$ cat src/rtl/shot_clock_counter_pkg.sv
// Shared types and constants for the shot-clock timing core.
package shot_clock_pkg;

  localparam int unsigned COUNT_W       = 5;
  localparam int unsigned FULL_VAL_DEF  = 24;
  localparam int unsigned SHORT_VAL_DEF = 14;

  typedef enum logic [1:0] {
    IDLE    = 2'd0,
    RUN     = 2'd1,
    EXPIRED = 2'd2
  } state_t;

endpackage

$ cat src/rtl/shot_clock_counter_if.sv
// Control pulses in, shot-clock value and status out (count feeds the 7-seg decoder).
interface shot_clock_if;
  import shot_clock_pkg::*;

  logic               start_stop;
  logic               reload_full;
  logic               reload_short;
  logic [COUNT_W-1:0] count;
  logic               running;
  logic               expired;
  logic               buzzer;

  modport master (
    output start_stop, reload_full, reload_short,
    input  count, running, expired, buzzer
  );

  modport slave (
    input  start_stop, reload_full, reload_short,
    output count, running, expired, buzzer
  );

endinterface

$ cat src/rtl/shot_clock_counter_tick_divider.sv
// Prescaler producing a one-cycle tick every TICK_DIV enabled cycles; holds when disabled.
module tick_divider #(
  parameter int unsigned TICK_DIV = 50_000_000
) (
  input  logic clk,
  input  logic reset,
  input  logic en,
  input  logic clr,
  output logic tick
);

  localparam int unsigned PRE_W = (TICK_DIV > 1) ? $clog2(TICK_DIV) : 1;
  localparam logic [PRE_W-1:0] PRE_MAX = PRE_W'(TICK_DIV - 1);

  logic [PRE_W-1:0] pre;

  assign tick = en && (pre == PRE_MAX);

  always_ff @(posedge clk) begin
    if (reset || clr) begin
      pre <= '0;
    end else if (en) begin
      if (pre == PRE_MAX) pre <= '0;
      else                pre <= pre + PRE_W'(1);
    end
  end

endmodule

$ cat src/rtl/shot_clock_counter.sv
// Shot-clock core: reloadable 1 Hz down-counter with run/stop control and timed expiry buzzer.
module shot_clock_counter
  import shot_clock_pkg::*;
#(
  parameter int unsigned TICK_DIV    = 50_000_000,
  parameter int unsigned FULL_VAL    = FULL_VAL_DEF,
  parameter int unsigned SHORT_VAL   = SHORT_VAL_DEF,
  parameter int unsigned BUZZ_CYCLES = 100_000_000
) (
  input  logic         clk,
  input  logic         reset,
  shot_clock_if.slave  bus
);

  localparam int unsigned BUZZ_W = $clog2(BUZZ_CYCLES + 1);
  localparam logic [1:0]  S_IDLE    = 2'(IDLE);
  localparam logic [1:0]  S_RUN     = 2'(RUN);
  localparam logic [1:0]  S_EXPIRED = 2'(EXPIRED);
  localparam logic [COUNT_W-1:0] FULL_CNT  = COUNT_W'(FULL_VAL);
  localparam logic [COUNT_W-1:0] SHORT_CNT = COUNT_W'(SHORT_VAL);

  logic [1:0]         state, state_next;
  logic [COUNT_W-1:0] count_q, count_next;
  logic               running_q, expired_q, buzzer_q;
  logic [BUZZ_W-1:0]  buzz_cnt;
  logic               tick, reload, expiring;

  assign reload   = bus.reload_full | bus.reload_short;
  assign expiring = !reload && tick && (count_q == COUNT_W'(1));

  assign bus.count   = count_q;
  assign bus.running = running_q;
  assign bus.expired = expired_q;
  assign bus.buzzer  = buzzer_q;

  tick_divider #(.TICK_DIV(TICK_DIV)) u_tick_divider (
    .clk   (clk),
    .reset (reset),
    .en    (running_q),
    .clr   (reload | expired_q),
    .tick  (tick)
  );

  // Reload/tick resolved first; start_stop then acts on the resulting state.
  always_comb begin
    state_next = state;
    count_next = count_q;
    if (reload) begin
      count_next = bus.reload_full ? FULL_CNT : SHORT_CNT;
      if (state == S_EXPIRED) state_next = S_IDLE;
    end else if (tick) begin
      if (count_q == COUNT_W'(1)) begin
        count_next = '0;
        state_next = S_EXPIRED;
      end else if (count_q != '0) begin
        count_next = count_q - COUNT_W'(1);
      end
    end
    if (bus.start_stop) begin
      if (state_next == S_IDLE && count_next != '0) state_next = S_RUN;
      else if (state_next == S_RUN)                 state_next = S_IDLE;
    end
  end

  always_ff @(posedge clk) begin
    if (reset) begin
      state     <= S_IDLE;
      count_q   <= FULL_CNT;
      running_q <= 1'b0;
      expired_q <= 1'b0;
      buzzer_q  <= 1'b0;
      buzz_cnt  <= '0;
    end else begin
      state     <= state_next;
      count_q   <= count_next;
      running_q <= (state_next == S_RUN);
      expired_q <= (state_next == S_EXPIRED);
      // Buzzer is high for BUZZ_CYCLES edges counted from the expiry edge.
      if (reload) begin
        buzzer_q <= 1'b0;
        buzz_cnt <= '0;
      end else if (expiring) begin
        buzzer_q <= 1'b1;
        buzz_cnt <= BUZZ_W'(BUZZ_CYCLES);
      end else if (buzzer_q) begin
        buzzer_q <= (buzz_cnt != BUZZ_W'(1));
        buzz_cnt <= buzz_cnt - BUZZ_W'(1);
      end
    end
  end

endmodule

$ cat src/flat_wrapper.sv
// flat-port wrapper written by rule: the top's interface ports become plain ports
module shot_clock_counter_flat import shot_clock_pkg::*;
#(
  parameter int unsigned TICK_DIV    = 50_000_000,
  parameter int unsigned FULL_VAL    = FULL_VAL_DEF,
  parameter int unsigned SHORT_VAL   = SHORT_VAL_DEF,
  parameter int unsigned BUZZ_CYCLES = 100_000_000
)
  (clk, reset, bus_start_stop, bus_reload_full, bus_reload_short, bus_count, bus_running, bus_expired, bus_buzzer);
  shot_clock_if bus_i ();
  input  logic clk;
  input  logic reset;
  input wire logic [$bits(bus_i.start_stop)-1:0] bus_start_stop;
  input wire logic [$bits(bus_i.reload_full)-1:0] bus_reload_full;
  input wire logic [$bits(bus_i.reload_short)-1:0] bus_reload_short;
  output wire logic [$bits(bus_i.count)-1:0] bus_count;
  output wire logic [$bits(bus_i.running)-1:0] bus_running;
  output wire logic [$bits(bus_i.expired)-1:0] bus_expired;
  output wire logic [$bits(bus_i.buzzer)-1:0] bus_buzzer;
  assign bus_i.start_stop = bus_start_stop;
  assign bus_i.reload_full = bus_reload_full;
  assign bus_i.reload_short = bus_reload_short;
  assign bus_count = bus_i.count;
  assign bus_running = bus_i.running;
  assign bus_expired = bus_i.expired;
  assign bus_buzzer = bus_i.buzzer;
  shot_clock_counter #(.TICK_DIV(TICK_DIV), .FULL_VAL(FULL_VAL), .SHORT_VAL(SHORT_VAL), .BUZZ_CYCLES(BUZZ_CYCLES)) u_core (.clk(clk), .reset(reset), .bus(bus_i));
endmodule
$ cat config.mk
export PLATFORM = sky130hd
export DESIGN_NAME = shot_clock_counter_flat
export DESIGN_NICKNAME = d
export VERILOG_FILES = /design/src/rtl/shot_clock_counter_pkg.sv /design/src/rtl/shot_clock_counter_if.sv /design/src/rtl/shot_clock_counter_tick_divider.sv /design/src/rtl/shot_clock_counter.sv /design/src/flat_wrapper.sv
export SDC_FILE = /design/constraint.sdc
export NUM_CORES = 1
export LEC_CHECK = 0
export CAP_MARGIN = 5
export CORE_MARGIN = 3
export CORE_UTILIZATION = 54
export DETAILED_ROUTE_END_ITERATION = 6
export PLACE_DENSITY_LB_ADDON = 0.3
export SYNTH_ARGS = -nofsm -noshare
export SYNTH_HDL_FRONTEND = slang
export SYNTH_SLANG_ARGS = --single-unit
$ cat constraint.sdc
create_clock -name clk -period 2 [get_ports clk]
set_input_delay 0.4 -clock clk [delete_from_list [all_inputs] [get_ports clk]]
set_output_delay 0.4 -clock clk [all_outputs]
set_load 0.01 [all_outputs]
==> run_results.csv <==
group,metric,value,unit
outcome,run_status,"finished, violations left",
outcome,violations,"setup timing",
logic_synthesis,synth_area,3008,µm²
timing,tightestPinTransition,0.4053,ns
logic_synthesis,synth_cell_types,44,
logic_synthesis,synth_edf_count,0,
worst_setup_path,crit_chain,"nor4b_2, nand4_1, or4_4, o41a_1, a2111oi_4, a21oi_1",
timing,postLayoutSetupSlackWorst,-0.3454,ns
logic_synthesis,netlist.top_cell.by_area,"dfxtp_1",
pwr,power,2.603,mW
worst_setup_path,cp.required,2.21,ns
clock_tree,insertion_delay,0.35,ns
floorplanning,core,5238,µm²
timing,rsz0062_at_grt,"true",
clock_tree,cts_buffer_depth,2,
timing,whs,0.5068,ns
drt,vias_per_cell,5.907,
drt,wl_per_cell,17.26,µm
global_routing,grt_pass1_vias,2685,
placed_design,pre_cts_ws,-0.2258,ns
global_routing,antenna_found_initial,0,
logic_synthesis,ys_async_sr_fraction,0,%
timing,skew,0.01519,ns
worst_setup_path,crit_fanout,3,
timing,drv_slew,0,
worst_setup_path,crit_path_start_kind,"flip-flop",
flow_run,drv_cap,0,
drt,drcViolationCount,0,
clock_tree,root_buffer,"clkbuf_8",
clock_tree,path_clk_slew,0.07,ns
global_routing,grtUsageTotal,22.78,%
clock_tree,postCtsHoldBufs,0,
clock_tree,numCtsBuffers,9,
worst_setup_path,max_stage_delay,0.60,ns
timing,finalHoldViolations,0,
drt,drt-pass1-iter-count,5,
worst_setup_path,critPathArrivalTime,2.56,ns
floorplanning,die_w,80.64,µm
layout,nNetsFinal,443,
clock_tree,htree_levels,3,
clock_tree,cts_sinks,63,
floorplanning,die_y,80.64,µm
floorplanning,ios,13,
logic_synthesis,ys_seq_elements,63,
layout,area_growth,39.31,%
global_routing,overflow,0,
timing,finalCritPeriodShare,117.3,%
drt,vias,2995,
floorplanning,rows,26,
timing,finalSetupViolCount,9,
placed_design,hpwl,4730,µm
global_routing,grt_max_degree,26,
timing,period_needed,2.345,ns
logic_synthesis,netlist_instances,350,
drt,routed_wl,8753,µm
worst_setup_path,endpoint_kind,"flip-flop",
logic_synthesis,netlist.area_leader.share,41.93,%
pwr,leakagePower,1.508,nW
logic_synthesis,synth_area_leaders,"dfxtp_1, xnor2_1, nor2_1, xor2_1, a21oi_1",
worst_setup_path,path_class,"flip-flop to flip-flop",
pwr,powerDensity,621.2,nW/µm²
logic_synthesis,synth_commonest_cells,"dfxtp_1, nor2_1, xnor2_1",
logic_synthesis,syn_nets,361,
worst_setup_path,cpMaxStageDelayCell,"or4_4",
floorplanning,die_area,6502,µm²
drt,drtAntennaViolNets,0,
logic_synthesis,syn_avg_cell_area,8.594,µm²
placed_design,gp_congestion,0.8824,
timing,slew_headroom,72.76,%
logic_synthesis,ys.flop_type,"dfxtp_1",
pwr,peakVddDrop,0.0004786,V
layout,antenna_cells,0,
clock_tree,cts_tree,"built",
logic_synthesis,yosysMostFrequentCell,"dfxtp_1",
timing,finalSetupTns,-1.098,ns
layout,drive_above_1_share,30.89,%
floorplanning,start_util,57.43,%
placed_design,numPortBuffers,12,
global_routing,grt_pass1_wl,11660,µm
logic_synthesis,synth_sequential_area_ratio,41.93,%
logic_synthesis,ys_warn_count,0,
timing,max_freq,426.4,MHz
hold_path,hp-class,"flip-flop to flip-flop",
drt,dr.first_iter.drc_count,251,
## cell families after synthesis
logic type               Yosys count  synth area share, %
AO/OA/AOI/OAI                     42                8.777
XOR/XNOR                          50                14.56
adder cells (fa/ha/maj)            6                2.496
buffers and inverters             20                2.496
flip-flops                        63                41.93
multiplexers                       3               0.9984
AND/OR/NAND/NOR                  166                28.74
## cell type report
class,instances,area [µm²]
Inverter,8,30.03
Clock inverter,4,70.07
Clock buffer,12,135.1
Timing Repair Buffer,83,723.2
Multi-Input combinational cell,267,1877
Fill cell,279,1047
Sequential cell,63,1267
Tap cell,70,87.58
## sequential cells by signal, summed over array words and instances (netlist names)
register,flops
u_core.bus.buzzer,1
u_core.bus.count,5
u_core.bus.expired,1
u_core.bus.running,1
u_core.buzz_cnt,27
u_core.state,2
u_core.u_tick_divider.pre,26
## critical path: cells and delay by family (launching register included)
kind	cells	cell delay, ns
flip-flops	1	0.33
AO/OA/AOI/OAI	3	0.78
AND/OR/NAND/NOR	3	1.11
## per-layer routing
metal / track usage (%) / share of wire, % / up-vias
li1: - / - / 1385
met1: 28.40 / 41 / 1410
met3: 4.484 / 6.5 / 47
met2: 37.75 / 48 / 153
met5: 0 / 0 / -
met4: 10.30 / 4.3 / 0
## repair_timing
| item | 4_1_cts | 5_1_grt |
|---|---|---|
| setup buffers | 0 | 6 |
| gates cloned | 0 | 2 |
| setup endpoints to repair | 5 | 38 |
| resized for setup | 4 | 49 |
| pin swaps | 2 | 11 |
## through the flow
stage                     cells  instance area, µm²  utilization, %
after global routing        507                4190           80.00
final                       507                4190           80.00
after global placement      484                3666           70.00
after floorplan             350                3010               -
after detailed placement    484                3666           70.00
after CTS                   500                3896           74.39
## path summary, 6_finish.rpt
kind / start / endpoint / slack, ns / cells past startpoint
min reg2reg: u_core.bus.expired$_SDFF_PP0_ / u_core.u_tick_divider.pre[6]$_SDFFE_PP0P_ / 0.51 / 1
max: u_core.u_tick_divider.pre[11]$_SDFFE_PP0P_ / u_core.bus.running$_SDFF_PP0_ / -0.35 / 6
min: u_core.bus.expired$_SDFF_PP0_ / u_core.u_tick_divider.pre[6]$_SDFFE_PP0P_ / 0.51 / 1
max reg2reg: u_core.u_tick_divider.pre[11]$_SDFFE_PP0P_ / u_core.bus.running$_SDFF_PP0_ / -0.35 / 6
## where the power goes
part	switching, mW	internal [mW]
Sequential	0.00891	1.26
Clock	0.499	0.700
Combinational	0.0663	0.0678
## layout by cell type, fill, tap and decap left out, types with 9 or more instances in the layout
| cell | n |
|---|---|
| buf_4 | 62 |
| dfxtp_1 | 58 |
| nor2_1 | 57 |
| xnor2_1 | 28 |
| xor2_1 | 22 |
| a21oi_1 | 20 |
| nand2_1 | 19 |
| clkdlybuf4s50_1 | 12 |
| nor3_1 | 11 |
| nand4_1 | 9 |
| nand3_1 | 9 |
| clkbuf_8 | 9 |
Note: power is estimated with default switching activity, not from simulation.
